$ cat src/rtl/rio_uart_tx.sv
// rio_uart_tx: queues rio_out writes in a small FIFO and sends each byte as an 8N1 UART frame, LSB first.
module rio_uart_tx #(
  parameter int DEPTH = 4,
  parameter int CLKS_PER_BIT = 16
) (
  input  logic                       clk,
  input  logic                       rst,
  input  logic                       rio_wr,
  input  logic [7:0]                 rio_data,
  output logic                       full,
  output logic [$clog2(DEPTH+1)-1:0] level,
  output logic                       overflow,
  output logic                       busy,
  output logic                       tx
);
  localparam int AW = $clog2(DEPTH);
  localparam int LW = $clog2(DEPTH + 1);
  localparam int CW = $clog2(CLKS_PER_BIT);
  localparam logic [CW-1:0] LAST = CW'(CLKS_PER_BIT - 1);
  typedef enum logic [1:0] {IDLE, START, DATA, STOP} state_t;
  state_t state, state_n;
  logic [7:0] mem [DEPTH];
  logic [AW-1:0] wr_ptr, rd_ptr;
  logic [CW-1:0] bit_cnt, bit_cnt_n;
  logic [2:0] idx, idx_n;
  logic [7:0] shift, shift_n;
  logic tx_n, push, pop, bit_end;
  assign full = level == LW'(DEPTH);
  assign busy = state != IDLE;
  assign push = rio_wr && !full;
  assign bit_end = bit_cnt == LAST;
  always_comb begin
    state_n = state;
    bit_cnt_n = (state == IDLE || bit_end) ? '0 : bit_cnt + CW'(1);
    idx_n = idx;
    shift_n = shift;
    tx_n = tx;
    pop = 1'b0;
    case (state)
      IDLE: if (level != '0) begin
        pop = 1'b1;
        state_n = START;
        tx_n = 1'b0;
        shift_n = mem[rd_ptr];
      end
      START: if (bit_end) begin
        state_n = DATA;
        tx_n = shift[0];
        idx_n = '0;
      end
      DATA: if (bit_end) begin
        if (idx == 3'd7) begin
          state_n = STOP;
          tx_n = 1'b1;
        end else begin
          shift_n = shift >> 1;
          idx_n = idx + 3'd1;
          tx_n = shift[1];
        end
      end
      STOP: if (bit_end) begin
        // Chain straight into the next start bit so queued bytes stream without an idle gap
        if (level != '0) begin
          pop = 1'b1;
          state_n = START;
          tx_n = 1'b0;
          shift_n = mem[rd_ptr];
        end else begin
          state_n = IDLE;
        end
      end
      default: state_n = IDLE;
    endcase
  end
  always_ff @(posedge clk) begin
    if (rst) begin
      state <= IDLE;
      bit_cnt <= '0;
      idx <= '0;
      shift <= '0;
      tx <= 1'b1;
      wr_ptr <= '0;
      rd_ptr <= '0;
      level <= '0;
      overflow <= 1'b0;
    end else begin
      state <= state_n;
      bit_cnt <= bit_cnt_n;
      idx <= idx_n;
      shift <= shift_n;
      tx <= tx_n;
      wr_ptr <= wr_ptr + AW'(push);
      rd_ptr <= rd_ptr + AW'(pop);
      level <= level + LW'(push) - LW'(pop);
      overflow <= overflow | (rio_wr & full);
    end
  end
  always_ff @(posedge clk) begin
    if (push) mem[wr_ptr] <= rio_data;
  end
endmodule
$ cat config.mk
export PLATFORM = sky130hd
export DESIGN_NAME = rio_uart_tx
export DESIGN_NICKNAME = d
export VERILOG_FILES = /design/src/rtl/rio_uart_tx.sv
export SDC_FILE = /design/constraint.sdc
export NUM_CORES = 1
export LEC_CHECK = 0
export CAP_MARGIN = 20
export CORE_MARGIN = 1
export CORE_UTILIZATION = 40
export DETAILED_ROUTE_END_ITERATION = 10
export GPL_ROUTABILITY_DRIVEN = 0
export GPL_TIMING_DRIVEN = 0
export PLACE_DENSITY = 0.56
export SLEW_MARGIN = 30
export SYNTH_ARGS = -nofsm -noshare
export SYNTH_HDL_FRONTEND = slang
export SYNTH_SLANG_ARGS = --single-unit
$ cat constraint.sdc
create_clock -name clk -period 2.8 [get_ports clk]
set_clock_uncertainty 0.05 [all_clocks]
set_input_delay 0.84 -clock clk [delete_from_list [all_inputs] [get_ports clk]]
set_output_delay 0.84 -clock clk [all_outputs]
set_load 0.01 [all_outputs]
* Yosys cells after proc, flatten, opt, wreduce, memory -nomap -nowiden
Memory sizes are Yosys's and may differ from the RTL's. A register that Yosys moved wholly into a read port is not among the register bits.
Index checks and enable logic that the tools add are counted.
** Word-level totals
- Register bits :: 26
- RAM bits :: 32
- Input port bits :: 11
- Output and inout port bits :: 7
- Logic and storage cells :: 71
- Memories :: 1
** Memory list
- mem :: words 4, bits a word 8, rd ports 1, clocked after Yosys merged registers in 1, wr ports 1, RTL line 22 : logic [7:0] mem [DEPTH];
** Cells by class
- Add/subtract/negate cells :: 6
- Eq/ne operators :: 12
- Muxes and demuxes :: 28
- Bitwise logic cells :: 2
- Reduce and logical (&&, ||, !) cells :: 13
** Operators by type and width (number)
- $mux W8 :: 4
- $pmux W8 S3 :: 1
- $mux W2 :: 6
- $mux W1 :: 10
- $ne A2 B2 Y1 const B :: 5
- $mux W3 :: 3
- $pmux W2 S4 :: 1
- $reduce_and A4 Y1 :: 2
- $eq A3 B3 Y1 const B :: 2
- $pmux W3 S2 :: 1
- $reduce_bool A3 Y1 :: 2
- $reduce_and A5 Y1 :: 1
- $add A2 B1 Y2 :: 2
- $add A4 B1 Y4 const B :: 1
- $eq A2 B2 Y1 const B :: 2
- $eq A4 B4 Y1 const B :: 1
- $pmux W1 S4 :: 1
- $reduce_bool A2 Y1 :: 2
- $add A3 B1 Y3 :: 1
- $add A3 B1 Y3 const B :: 1
- $reduce_and A3 Y1 :: 1
- $sub A3 B1 Y3 :: 1
- $eq A2 B1 Y1 const B :: 1
- $logic_not A2 Y1 :: 1
- other kinds (8) :: 8

* Depth between registers and ports, before layout
- Depth in word-level cells :: 6
- Gate-level depth with buffers :: 10
- Depth with buffers taken out :: 10

* Worst setup path before layout
Ideal clock, no wire load.
- Kind :: reg-to-reg
- Start :: register state[1]
- End :: register level[2]
- Setup time :: 0.129 ns
- Arrival time :: 2.150 ns
- Data required time :: 2.621 ns
- Setup slack :: 0.471 ns
- Stages on the path, launching flop included :: 10
- Buffers on the path :: 0
- Clock period less this slack :: 2.329 ns
- Path through :: dfxtp_1 -> ha_1 -> a41oi_1 -> nor3_1 -> xnor2_1 -> ha_1 -> fa_1 -> xnor2_1 -> xnor2_1 -> nor2_1
** On the way
- Word-level cells in the longest chain between the ends :: 3
- Elaborated cells on any way between the ends :: 4
- Those cells by class :: add/sub: 1; eq/ne: 1; mux: 1; reduce/logical: 1
** RTL lines
- from (decl) :: RTL line 21 : state_t state, state_n;
- from (signal assigned) :: RTL line 87 : state <= state_n;
- $eq A2 B2 Y1 or $logic_not A2 Y1 (tied branches) :: RTL line 39 : case (state)
- $pmux W1 S2 (*) :: RTL line 39
- $sub A3 B1 Y3 (*) :: RTL line 94 : level <= level + LW'(push) - LW'(pop);
- to (signal assigned) :: RTL line 94
- to (decl) :: RTL line 11 : output logic [$clog2(DEPTH+1)-1:0] level,
Every way passes the cells marked *; elsewhere a longest branch is shown, timed or not.
A chain may end at the register's enable or synchronous reset.

* Worst setup path in the final report
- Start :: register state[0]
- End :: output busy
** On the way
- Word-level cells in the longest chain between the ends :: 1
** RTL lines
- $reduce_bool A2 Y1 :: RTL line 29 : assign busy = state != IDLE;
- to (decl) :: RTL line 13 : output logic busy,
Every way passes these cells.

==> results.sh <==
export IMPL_place_area_um2=2870
export IMPL_dieArea_um2=6810
export IMPL_slew_headroom_pct=49.7
export IMPL_place_ws_ns=-0.0334
export IMPL_hold_violations=0
export IMPL_grt_pass1_wl_mm=7.89
export IMPL_busiest_layer="met2"
export IMPL_wl_per_cell_um=15.8
export IMPL_die_x_um=82.5
export IMPL_io_pins=18
export IMPL_stdcell_area_um2=3100
export IMPL_h_tree_depth=3
export IMPL_synthArstFlopShare_pct=0
export IMPL_syn_nets=212
export IMPL_cts_hold_buf=0
export IMPL_grt_pass1_vias=1644
export IMPL_totalNegativeSetupSlack_ns=0
export IMPL_powerDensity_nw_per_um2=1010
export IMPL_hpwl_mm=3.33
export IMPL_grt_max_degree=12
export IMPL_worstSkewPairLatency_ns=0.33
export IMPL_initialDrtViolationCount=78
export IMPL_ant_nets=0
export IMPL_antennaDiodeCount=0
export IMPL_critPathCaptureType="primary output"
export IMPL_path_max_fanout=5
export IMPL_yosysWarningCount=0
export IMPL_finalCritPeriodShare_pct=91.5
export IMPL_synth_cell_types=46
export IMPL_fillers=535
export IMPL_syn_area_um2=2590
export IMPL_ys_flop_type="edfxtp_1"
export IMPL_finalWirelength_mm=4.70
export IMPL_fmax_ghz=0.390
export IMPL_grt_overflow=0
export IMPL_initial_utilization_pct=42.6
export IMPL_cts_buffer_depth=2
export IMPL_period_minus_slack_ns=2.56
export IMPL_synth_edf_count=32
export IMPL_synth_avg_cell_area_um2=13.7
export IMPL_core_area_um2=6100
export IMPL_use_met3_pct=4.62
export IMPL_worstPathArrival_ns=1.67
export IMPL_numCtsBuffers=9
export IMPL_syn_inst=190
export IMPL_cts_resized_gates=0
export IMPL_dr_pass1_iters=4
export IMPL_leakagePower_nw=1.11
export IMPL_cp_required_ns=1.91
export IMPL_clock_root_buffer="clkbuf_8"
export IMPL_drive_gt1_share_pct=21.5
export IMPL_met2_usage_pct=27.7
export IMPL_ys_seq_area_share_pct=57.1
export IMPL_fin_nets=240
export IMPL_ys_ff_latch=58
export IMPL_antenna_found_initial=0
export IMPL_row_count=28
export IMPL_fin_cells=298
export IMPL_final_setup_viol_count=0
export IMPL_postCtsSetupRepairBufs=0
export IMPL_status="completed"
export IMPL_tightest_slew_ns=0.750
export IMPL_cts_tree="done"
export IMPL_drc=0
export IMPL_power_total_mw=3.12
export IMPL_slew_violations=0
export IMPL_area_growth_pct=19.3
export IMPL_fin_ws_ns=0.237
export IMPL_placed_cells=282
export IMPL_dieHeight_um=82.5
export IMPL_cp_start_kind="register"
export IMPL_via_per_inst=5.44
export IMPL_drv_cap=0
export IMPL_hp_class="register to register"
export IMPL_rsz0062_at_grt="no"
export IMPL_cts_sinks=58
export IMPL_port_buffers=17
export IMPL_grt_usage_pct=16.4
export IMPL_seq_area_um2=1480
export IMPL_multi_input_area_um2=1050
export IMPL_met1_usage_pct=18.5
export IMPL_crit_type="register to primary output"
export IMPL_peakVddDrop_uv=465
export IMPL_vias=1621
export IMPL_path_clk_slew_ns=0.07
export IMPL_whs_ns=0.400
export IMPL_utilization_pct=50.8
-- worst max-delay path: stages (launching register included) --
cell             delay, ns
dfxtp_1               0.36
inv_1                 0.11
ha_1                  0.24
inv_1                 0.09
clkdlybuf4s50_1       0.53
-- worst paths after layout --
path	slack (ns)	startpoint	endpoint	depth (start not counted)
hold / removal	0.40	bit_cnt[0]	bit_cnt[0]	1
setup / recovery	0.24	state[0]	busy	4
hold reg to reg	0.40	bit_cnt[0]	bit_cnt[0]	1
setup reg to reg	0.31	state[1]	level[2]	9
-- placed cells by master (no fill, tap or decap), drive strengths merged, types with 5 or more instances in the layout --
| cell type | instances |
|---|---|
| nand2 | 11 |
| buf | 5 |
| ha | 10 |
| edfxtp | 32 |
| o311a | 7 |
| dfxtp | 26 |
| clkbuf | 12 |
| xnor2 | 7 |
| mux4 | 8 |
| mux2i | 8 |
| clkdlybuf4s50 | 17 |
| nor2 | 13 |
| nor3 | 5 |
| inv | 8 |
| o21ai | 12 |
-- cell families (layout without fill, tap and decap cells) --
group / Yosys count / count (layout) / synth area share [%]
fa+ha+maj: 11 / 11 / 5.59
mux: 16 / 16 / 10.0
buf+inv: 16 / 49 / 3.04
xor+xnor: 8 / 8 / 2.70
compound gates: 33 / 33 / 10.4
simple gates: 48 / 48 / 11.2
flops: 58 / 58 / 57.1
-- final cells by class --
cell class | instances | area share, %
repair buffers | 17 | 5.49
clock buffers | 9 | 4.00
clock inverters | 7 | 3.03
multi-input cells | 116 | 34.1
flip-flops and latches | 58 | 47.8
well taps | 75 | 3.03
inverters | 8 | 0.970
plain buffers | 8 | 1.58
-- registers in the layout (all words and copies together) (netlist names) --
name and cells:
bit_cnt 4, idx 3, level 3, mem 32, overflow 1, rd_ptr 2
shift 8, state 2, tx 1, wr_ptr 2
-- cells in the mapped netlist, types with 2 or more instances --
master	number	area (um2)
nor2b_1	3	18.8
a22oi_1	2	15.0
clkbuf_1	3	11.3
nor2_1	13	48.8
dfxtp_1	26	521
o21ai_1	2	10.0
buf_2	3	15.0
ha_1	10	125
edfxtp_1	32	961
nand3_1	2	10.0
a21oi_1	2	10.0
buf_6	2	22.5
nand2_1	11	41.3
o21ai_0	10	50.1
mux4_2	8	180
inv_1	8	30.0
xnor2_1	7	61.3
o311a_2	5	56.3
and3_2	2	15.0
nor3_1	4	20.0
o311a_1	2	20.0
mux2i_1	8	80.1
nor3b_1	2	15.0
-- metal layers --
metal,wire (um),vias up,part of all wire [%]
li1,-,777,-
met1,2110,807,45
met2,2370,27,50
met3,115,10,2.4
met4,99,0,2.1
met5,0,-,0
-- where the power goes --
group,switching [mW],total (mW),internal [mW]
Combinational,0.558,1.12,0.562
Sequential,0.0987,1.17,1.07
Clock,0.336,0.834,0.498
Total,0.992,3.12,2.13
No activity file was read; power rests on OpenSTA's default activity.
